==> src/rtl/sincro_pkg.sv <==
// Shared definitions for the frame-alignment controller: lock states and
// default parameter values.
package sincro_pkg;

  typedef enum logic [1:0] {
    HUNT   = 2'd0,
    VERIFY = 2'd1,
    LOCKED = 2'd2
  } estado_t;

  localparam int N_DEF       = 4;
  localparam int WORDS_DEF   = 8;
  localparam int CONFIRM_DEF = 2;
  localparam int MISS_DEF    = 2;
  localparam int ERRW_DEF    = 8;

endpackage

==> src/rtl/sincronizador_trama_serie_paralelo.sv <==
// Serial-to-parallel shift register with word-boundary bit counter.
// The look-ahead value o_sr_next lets the FSM compare on the completing bit.
module serie_paralelo
  import sincro_pkg::*;
#(
  parameter int N = N_DEF
) (
  input  logic         clk,
  input  logic         rst_n,
  input  logic         i_en,
  input  logic         i_clear,
  input  logic         i_bit,
  output logic [N-1:0] o_sr_next,
  output logic         o_word_done
);

  localparam int CW = $clog2(N);
  localparam logic [CW-1:0] LAST_BIT = CW'(N - 1);

  logic [N-1:0]  r_sr;
  logic [CW-1:0] r_bit_cnt;

  // Newest bit enters at the MSB so the first-received bit ends at bit 0.
  assign o_sr_next   = i_en ? {i_bit, r_sr[N-1:1]} : r_sr;
  assign o_word_done = i_en && (r_bit_cnt == LAST_BIT);

  always_ff @(posedge clk or negedge rst_n) begin
    if (!rst_n) begin
      r_sr      <= '0;
      r_bit_cnt <= '0;
    end else begin
      if (i_en) r_sr <= o_sr_next;
      if (i_clear) begin
        r_bit_cnt <= '0;
      end else if (i_en) begin
        r_bit_cnt <= o_word_done ? '0 : r_bit_cnt + CW'(1);
      end
    end
  end

endmodule

==> src/rtl/sincronizador_trama.sv <==
// Frame-alignment controller: hunts the sync word, confirms it over several
// frames, then emits aligned payload words with pattern-match flags.
module sincronizador_trama
  import sincro_pkg::*;
#(
  parameter int N       = N_DEF,
  parameter int WORDS   = WORDS_DEF,
  parameter int CONFIRM = CONFIRM_DEF,
  parameter int MISS    = MISS_DEF,
  parameter int ERRW    = ERRW_DEF
) (
  input  logic            clk,
  input  logic            rst_n,
  input  logic            i_bit_valid,
  input  logic            i_entrada_serie,
  input  logic            i_resync,
  input  logic [N-1:0]    i_patron_sync,
  input  logic [N-1:0]    i_patron_A,
  input  logic [N-1:0]    i_patron_B,
  input  logic [N-1:0]    i_patron_C,
  output logic [N-1:0]    o_out_par,
  output logic            o_word_valid,
  output logic            o_out_A,
  output logic            o_out_B,
  output logic            o_out_C,
  output logic            o_frame_start,
  output logic            o_sync_lock,
  output logic [1:0]      o_estado,
  output logic [ERRW-1:0] o_err_count
);

  localparam int WIW = $clog2(WORDS);
  localparam int CFW = $clog2(CONFIRM + 1);
  localparam int MSW = $clog2(MISS + 1);
  localparam logic [WIW-1:0]  LAST_IDX = WIW'(WORDS - 1);
  localparam logic [ERRW-1:0] ERR_MAX  = '1;

  estado_t        r_state, w_state_next;
  logic [WIW-1:0] r_word_idx, w_word_idx_next;
  logic [CFW-1:0] r_confirm, w_confirm_next;
  logic [MSW-1:0] r_miss, w_miss_next;
  logic [ERRW-1:0] r_err, w_err_next;
  logic [N-1:0]   r_par, w_par_next;
  logic           r_A, r_B, r_C, w_A_next, w_B_next, w_C_next;
  logic           r_wv, r_fs, w_wv_next, w_fs_next;

  logic [N-1:0]   w_sr_next;
  logic           w_word_done;
  logic           w_clear;
  logic           w_sync_hit;
  logic           w_slot0;

  serie_paralelo #(.N(N)) u_serie_paralelo (
    .clk        (clk),
    .rst_n      (rst_n),
    .i_en       (i_bit_valid),
    .i_clear    (w_clear),
    .i_bit      (i_entrada_serie),
    .o_sr_next  (w_sr_next),
    .o_word_done(w_word_done)
  );

  assign w_sync_hit = (w_sr_next == i_patron_sync);
  assign w_slot0    = (r_word_idx == '0);

  always_comb begin
    w_state_next    = r_state;
    w_word_idx_next = r_word_idx;
    w_confirm_next  = r_confirm;
    w_miss_next     = r_miss;
    w_err_next      = r_err;
    w_par_next      = r_par;
    w_A_next        = r_A;
    w_B_next        = r_B;
    w_C_next        = r_C;
    w_wv_next       = 1'b0;
    w_fs_next       = 1'b0;
    w_clear         = 1'b0;

    if (w_word_done) begin
      w_word_idx_next = (r_word_idx == LAST_IDX) ? '0 : r_word_idx + WIW'(1);
    end

    if (i_resync) begin
      w_state_next   = HUNT;
      w_confirm_next = '0;
      w_miss_next    = '0;
      w_clear        = 1'b1;
    end else if (i_bit_valid) begin
      case (r_state)
        HUNT: begin
          // The sync word just seen occupies slot 0; the next word is slot 1.
          if (w_sync_hit) begin
            w_clear         = 1'b1;
            w_word_idx_next = WIW'(1);
            w_confirm_next  = CFW'(1);
            if (CONFIRM == 1) begin
              w_state_next = LOCKED;
              w_miss_next  = '0;
              w_fs_next    = 1'b1;
            end else begin
              w_state_next = VERIFY;
            end
          end
        end
        VERIFY: begin
          if (w_word_done && w_slot0) begin
            if (!w_sync_hit) begin
              w_state_next = HUNT;
            end else if (int'(r_confirm) + 1 >= CONFIRM) begin
              w_state_next = LOCKED;
              w_miss_next  = '0;
              w_fs_next    = 1'b1;
            end else begin
              w_confirm_next = r_confirm + CFW'(1);
            end
          end
        end
        LOCKED: begin
          if (w_word_done) begin
            if (!w_slot0) begin
              w_wv_next  = 1'b1;
              w_par_next = w_sr_next;
              w_A_next   = (w_sr_next == i_patron_A);
              w_B_next   = (w_sr_next == i_patron_B);
              w_C_next   = (w_sr_next == i_patron_C);
            end else if (w_sync_hit) begin
              w_miss_next = '0;
              w_fs_next   = 1'b1;
            end else begin
              // A lone miss keeps the current alignment; only MISS in a row drops it.
              w_miss_next = r_miss + MSW'(1);
              if (r_err != ERR_MAX) w_err_next = r_err + ERRW'(1);
              if (int'(r_miss) + 1 >= MISS) w_state_next = HUNT;
            end
          end
        end
        default: w_state_next = HUNT;
      endcase
    end
  end

  always_ff @(posedge clk or negedge rst_n) begin
    if (!rst_n) begin
      r_state    <= HUNT;
      r_word_idx <= '0;
      r_confirm  <= '0;
      r_miss     <= '0;
      r_err      <= '0;
      r_par      <= '0;
      r_A        <= 1'b0;
      r_B        <= 1'b0;
      r_C        <= 1'b0;
      r_wv       <= 1'b0;
      r_fs       <= 1'b0;
    end else begin
      r_state    <= w_state_next;
      r_word_idx <= w_word_idx_next;
      r_confirm  <= w_confirm_next;
      r_miss     <= w_miss_next;
      r_err      <= w_err_next;
      r_par      <= w_par_next;
      r_A        <= w_A_next;
      r_B        <= w_B_next;
      r_C        <= w_C_next;
      r_wv       <= w_wv_next;
      r_fs       <= w_fs_next;
    end
  end

  assign o_out_par     = r_par;
  assign o_word_valid  = r_wv;
  assign o_out_A       = r_A;
  assign o_out_B       = r_B;
  assign o_out_C       = r_C;
  assign o_frame_start = r_fs;
  assign o_sync_lock   = (r_state == LOCKED);
  assign o_estado      = r_state;
  assign o_err_count   = r_err;

endmodule

==> config.mk <==
export PLATFORM = sky130hd
export DESIGN_NAME = sincronizador_trama
export DESIGN_NICKNAME = d
export VERILOG_FILES = /design/src/rtl/sincro_pkg.sv /design/src/rtl/sincronizador_trama_serie_paralelo.sv /design/src/rtl/sincronizador_trama.sv
export SDC_FILE = /design/constraint.sdc
export NUM_CORES = 1
export LEC_CHECK = 0
export CORE_MARGIN = 3
export CORE_UTILIZATION = 25
export CTS_BUF_LIST = sky130_fd_sc_hd__clkbuf_16
export CTS_CLUSTER_DIAMETER = 50
export CTS_CLUSTER_SIZE = 25
export DETAILED_ROUTE_END_ITERATION = 7
export RECOVER_POWER = 100
export SYNTH_ARGS = -nofsm -noshare
export SYNTH_HDL_FRONTEND = slang
export SYNTH_SLANG_ARGS = --single-unit
==> constraint.sdc <==
create_clock -name clk -period 2.1 [get_ports clk]
set_clock_uncertainty 0.1 [all_clocks]
set_input_delay 0.21 -clock clk [delete_from_list [all_inputs] [get_ports clk]]
set_output_delay 0.21 -clock clk [all_outputs]
set_load 0.01 [all_outputs]
==> results.md <==
- N_diodes: 0
- WP buf/inv: 2
- Antenna-violating nets left: 0
- 1st-iter DRT viols: 64
- CP top delay family: buffers and inverters
- Min-delay worst type: reg -> reg
- Gpl congestion: 0.792
- H-Tree Depth: 2
- Drt via density: about 4.5
- Final setup viols: 0
- CP cell instances: clkdlybuf4s50_1 -> mux2i_1 -> xnor2_1 -> a211oi_4 -> buf_12 -> nor3_2 -> mux2_4
- Worst VDD drop: about 340 µV
- Commonest cells after routing, fill and taps aside: dfrtp_1 (32), clkdlybuf4s50_1 (20), dlygate4sd3_1 (20), buf_4 (17), inv_1 (16)
- Starting Density: roughly a quarter
- Num CTS Buffers: 5
- Clk buf depth: 2
- Post-route insts no fill: 360
- Layout cell share with drive strength beyond 1: between 10% and 20%
- 1st-pass router iterations: 4
- Pwr dens: 680 nW/µm²
- Dpl ws: -222 ps
- Chip width: 94.3 µm
- Crit share post-route: between 90% and 100%
- RSZ-0062 raised after global routing: false
- Critical Path Start: i_bit_valid
- Max-Cap Viols: 0
- Largest stage delay on the critical path: 580 ps
- Post-synth cell types: 45
- Worst path slowest cell: clkdlybuf4s50_1
- Worst slew pin tran: 793 ps
- Core ar.: between 7000 and 8000 µm²
- Detailed placement HPWL: approximately 3.4 mm
- Avg Cell Area, Syn: just under 10 µm²
- FF+latch area: around 800 µm²
- Slew headroom: a little under half
- Net count, final: between 200 and 300
- PortBufs: 40
- Sequential area share after synthesis: 41.1%
- Initial antenna violation count: 0
- Global route overflow: 0
- Avg WL per Cell: ~12 µm
- Crit path DAT: around 2100 ps
- DRC viols: 0
- First-pass GRT wire length: roughly 7.9 mm
- Synth-to-Final Area Change: 42.3%
- Vias in the first global route: between 1.5k and 2k
- Fill cells: 750
- Clk sink count: 32
- Row count: 31
- FF-to-FF Start: u_serie_paralelo.r_sr[2]$_DFFE_PN0P_
- Area of the multi-input gates: 1050 µm²
- I/O pins: 41
- Root buf cell: clkbuf_16
- Max Clock Freq: between 400 and 500 MHz
- Die area: slightly below 9000 µm²
- Min-delay src: o_err_count[5]$_DFFE_PN0P_
- Crit path time final: 2030 ps
- Yosys reg bits: 32
- Most common cell after layout, fill and taps aside: dfrtp_1
- Final WL: around 4.4 mm
- Final Hold Vio Count: 0
- Worst skew pair latency: 270 ps
- Post-Place Cells: 350
- Die H: roughly 94 µm
- Worst Setup End Kind: register
- Yosys warnings: 0
- Crit Path Class: in -> reg
- Slew Viols, Final: 0
- Mapped Cells: a little under 200
- Final worst slack: around 70 ps
- Status: finished, final reports clean
- Critical Path RT: approximately 2200 ps
- GR Util All Layers: 11.2%
- DR vias: roughly 1.6k
- Clock slew at reported path FFs: 50 ps
- Worst-path fanout max: 14
- TritonCTS clock tree: yes
- Critical path launch point type: primary input
- Syn nets: 228
- Post-synthesis instance area: around 2000 µm²
- Pleak: around 1.3 nW
- Largest net degree at the start of global routing: 33
[layer usage]
| layer | routed length, µm | global-route usage [%] | vias up |
|---|---|---|---|
| met3 | 219 | 2.96 | 7 |
| li1 | - | - | 821 |
| met4 | 59 | 3.61 | 0 |
| met2 | 2020 | 17.4 | 33 |
| met5 | 0 | 0 | - |
| met1 | 2060 | 15.0 | 768 |
[path summary, 6_finish.rpt]
path                                               to  slack, ps  cells after the start
setup / recovery           o_err_count[1]$_DFFE_PN0P_         70                      7
hold / removal             o_err_count[5]$_DFFE_PN0P_        380                      1
min in group asynchronous    r_confirm[0]$_DFFE_PN0P_        440                      2
setup reg to reg           o_err_count[1]$_DFFE_PN0P_        120                      6
max in group asynchronous         o_out_C$_DFFE_PN0P_        940                      2
hold reg to reg            o_err_count[5]$_DFFE_PN0P_        380                      1
[kinds of logic (layout without fill, tap and decap cells)]
logic type      Yosys count  after routing  synth area share [%]
fa+ha+maj                10             10                  6.42
mux                      11             11                  6.17
compound gates           33             33                  11.5
buf+inv                  21             85                  4.95
simple gates             67             67                  19.1
xor+xnor                 23             23                  10.7
flops                    32             32                  41.1
[layout make-up]
type,instances,share of cell area [%]
Clock buffer,5,4.51
Clock inverter,3,1.40
Inverter,15,2.03
Multi-Input combinational cell,144,38.1
Sequential cell,32,28.9
Tap cell,99,4.47
Timing Repair Buffer,62,20.6
[cells in the mapped netlist, drive strengths merged]
master,number,area (µm²)
a21boi,2,15.0
xor2,9,78.8
mux2i,6,60.1
nand3b,2,15.0
mux2,5,60.1
a221oi,1,8.76
a211o,2,17.5
a21oi,13,65.1
nor2b,4,25.0
nand2b,4,25.0
a211oi,2,27.5
a22o,1,8.76
o21bai,1,7.51
nand2,12,45.0
dfrtp,32,801
o21ai,4,20.0
o21ba,1,10.0
a22oi,2,15.0
clkbuf,2,7.51
nand3,6,30.0
or3,1,6.26
nor2,9,33.8
nand4,3,18.8
nor4b,1,8.76
a32o,1,10.0
nand4b,2,17.5
nor3,11,65.1
o22ai,2,12.5
and4b,1,10.0
buf,4,32.5
a31oi,1,6.26
or3b,1,8.76
ha,10,125
xnor2,14,130
nor4,5,31.3
and3,4,25.0
nor3b,1,7.51
inv,15,56.3
[worst reg2reg max path, stage by stage (launching register included)]
cell and delay, ps:
dfrtp_1 400, xor2_1 150, or3_1 390, a211oi_4 290, buf_12 170, nor3_2 70
mux2_4 300
[where the power goes]
group | total [mW] | switching, mW | leakage, nW | internal [mW]
Combinational | 0.391 | 0.183 | 0.779 | 0.207
Clock | 0.802 | 0.250 | 0.0850 | 0.552
Sequential | 0.690 | 0.0354 | 0.434 | 0.655
Total | 1.88 | 0.469 | 1.30 | 1.41
[state kept, by name, summed over array words and instances, names as in the netlist]
register	flops
u_serie_paralelo.r_sr	4
u_serie_paralelo.r_bit_cnt	2
o_out_par	4
o_frame_start	1
r_confirm	2
r_miss	2
o_out_B	1
o_estado	2
o_out_C	1
o_out_A	1
o_err_count	8
o_word_valid	1
r_word_idx	3
[repair_timing]
action / CTS / global route
hold buffers: 0 / 0
buffers inserted: 0 / 2
resized for setup: 0 / 4
setup endpoints to repair: 0 / 9
[through the flow]
step	TNS, ps	util (%)	power [mW]	hold WS [ps]	area [µm²]
global placement	-1530	35.0	1.09	380	2590
finish	0	37.4	1.88	381	2770
global route	0	37.4	2.01	413	2770
CTS	0	37.2	1.91	258	2760
detailed placement	-2080	35.0	1.10	387	2590
floorplan	0	-	0.936	-186	1950
No activity file was read; power rests on OpenSTA's default activity.
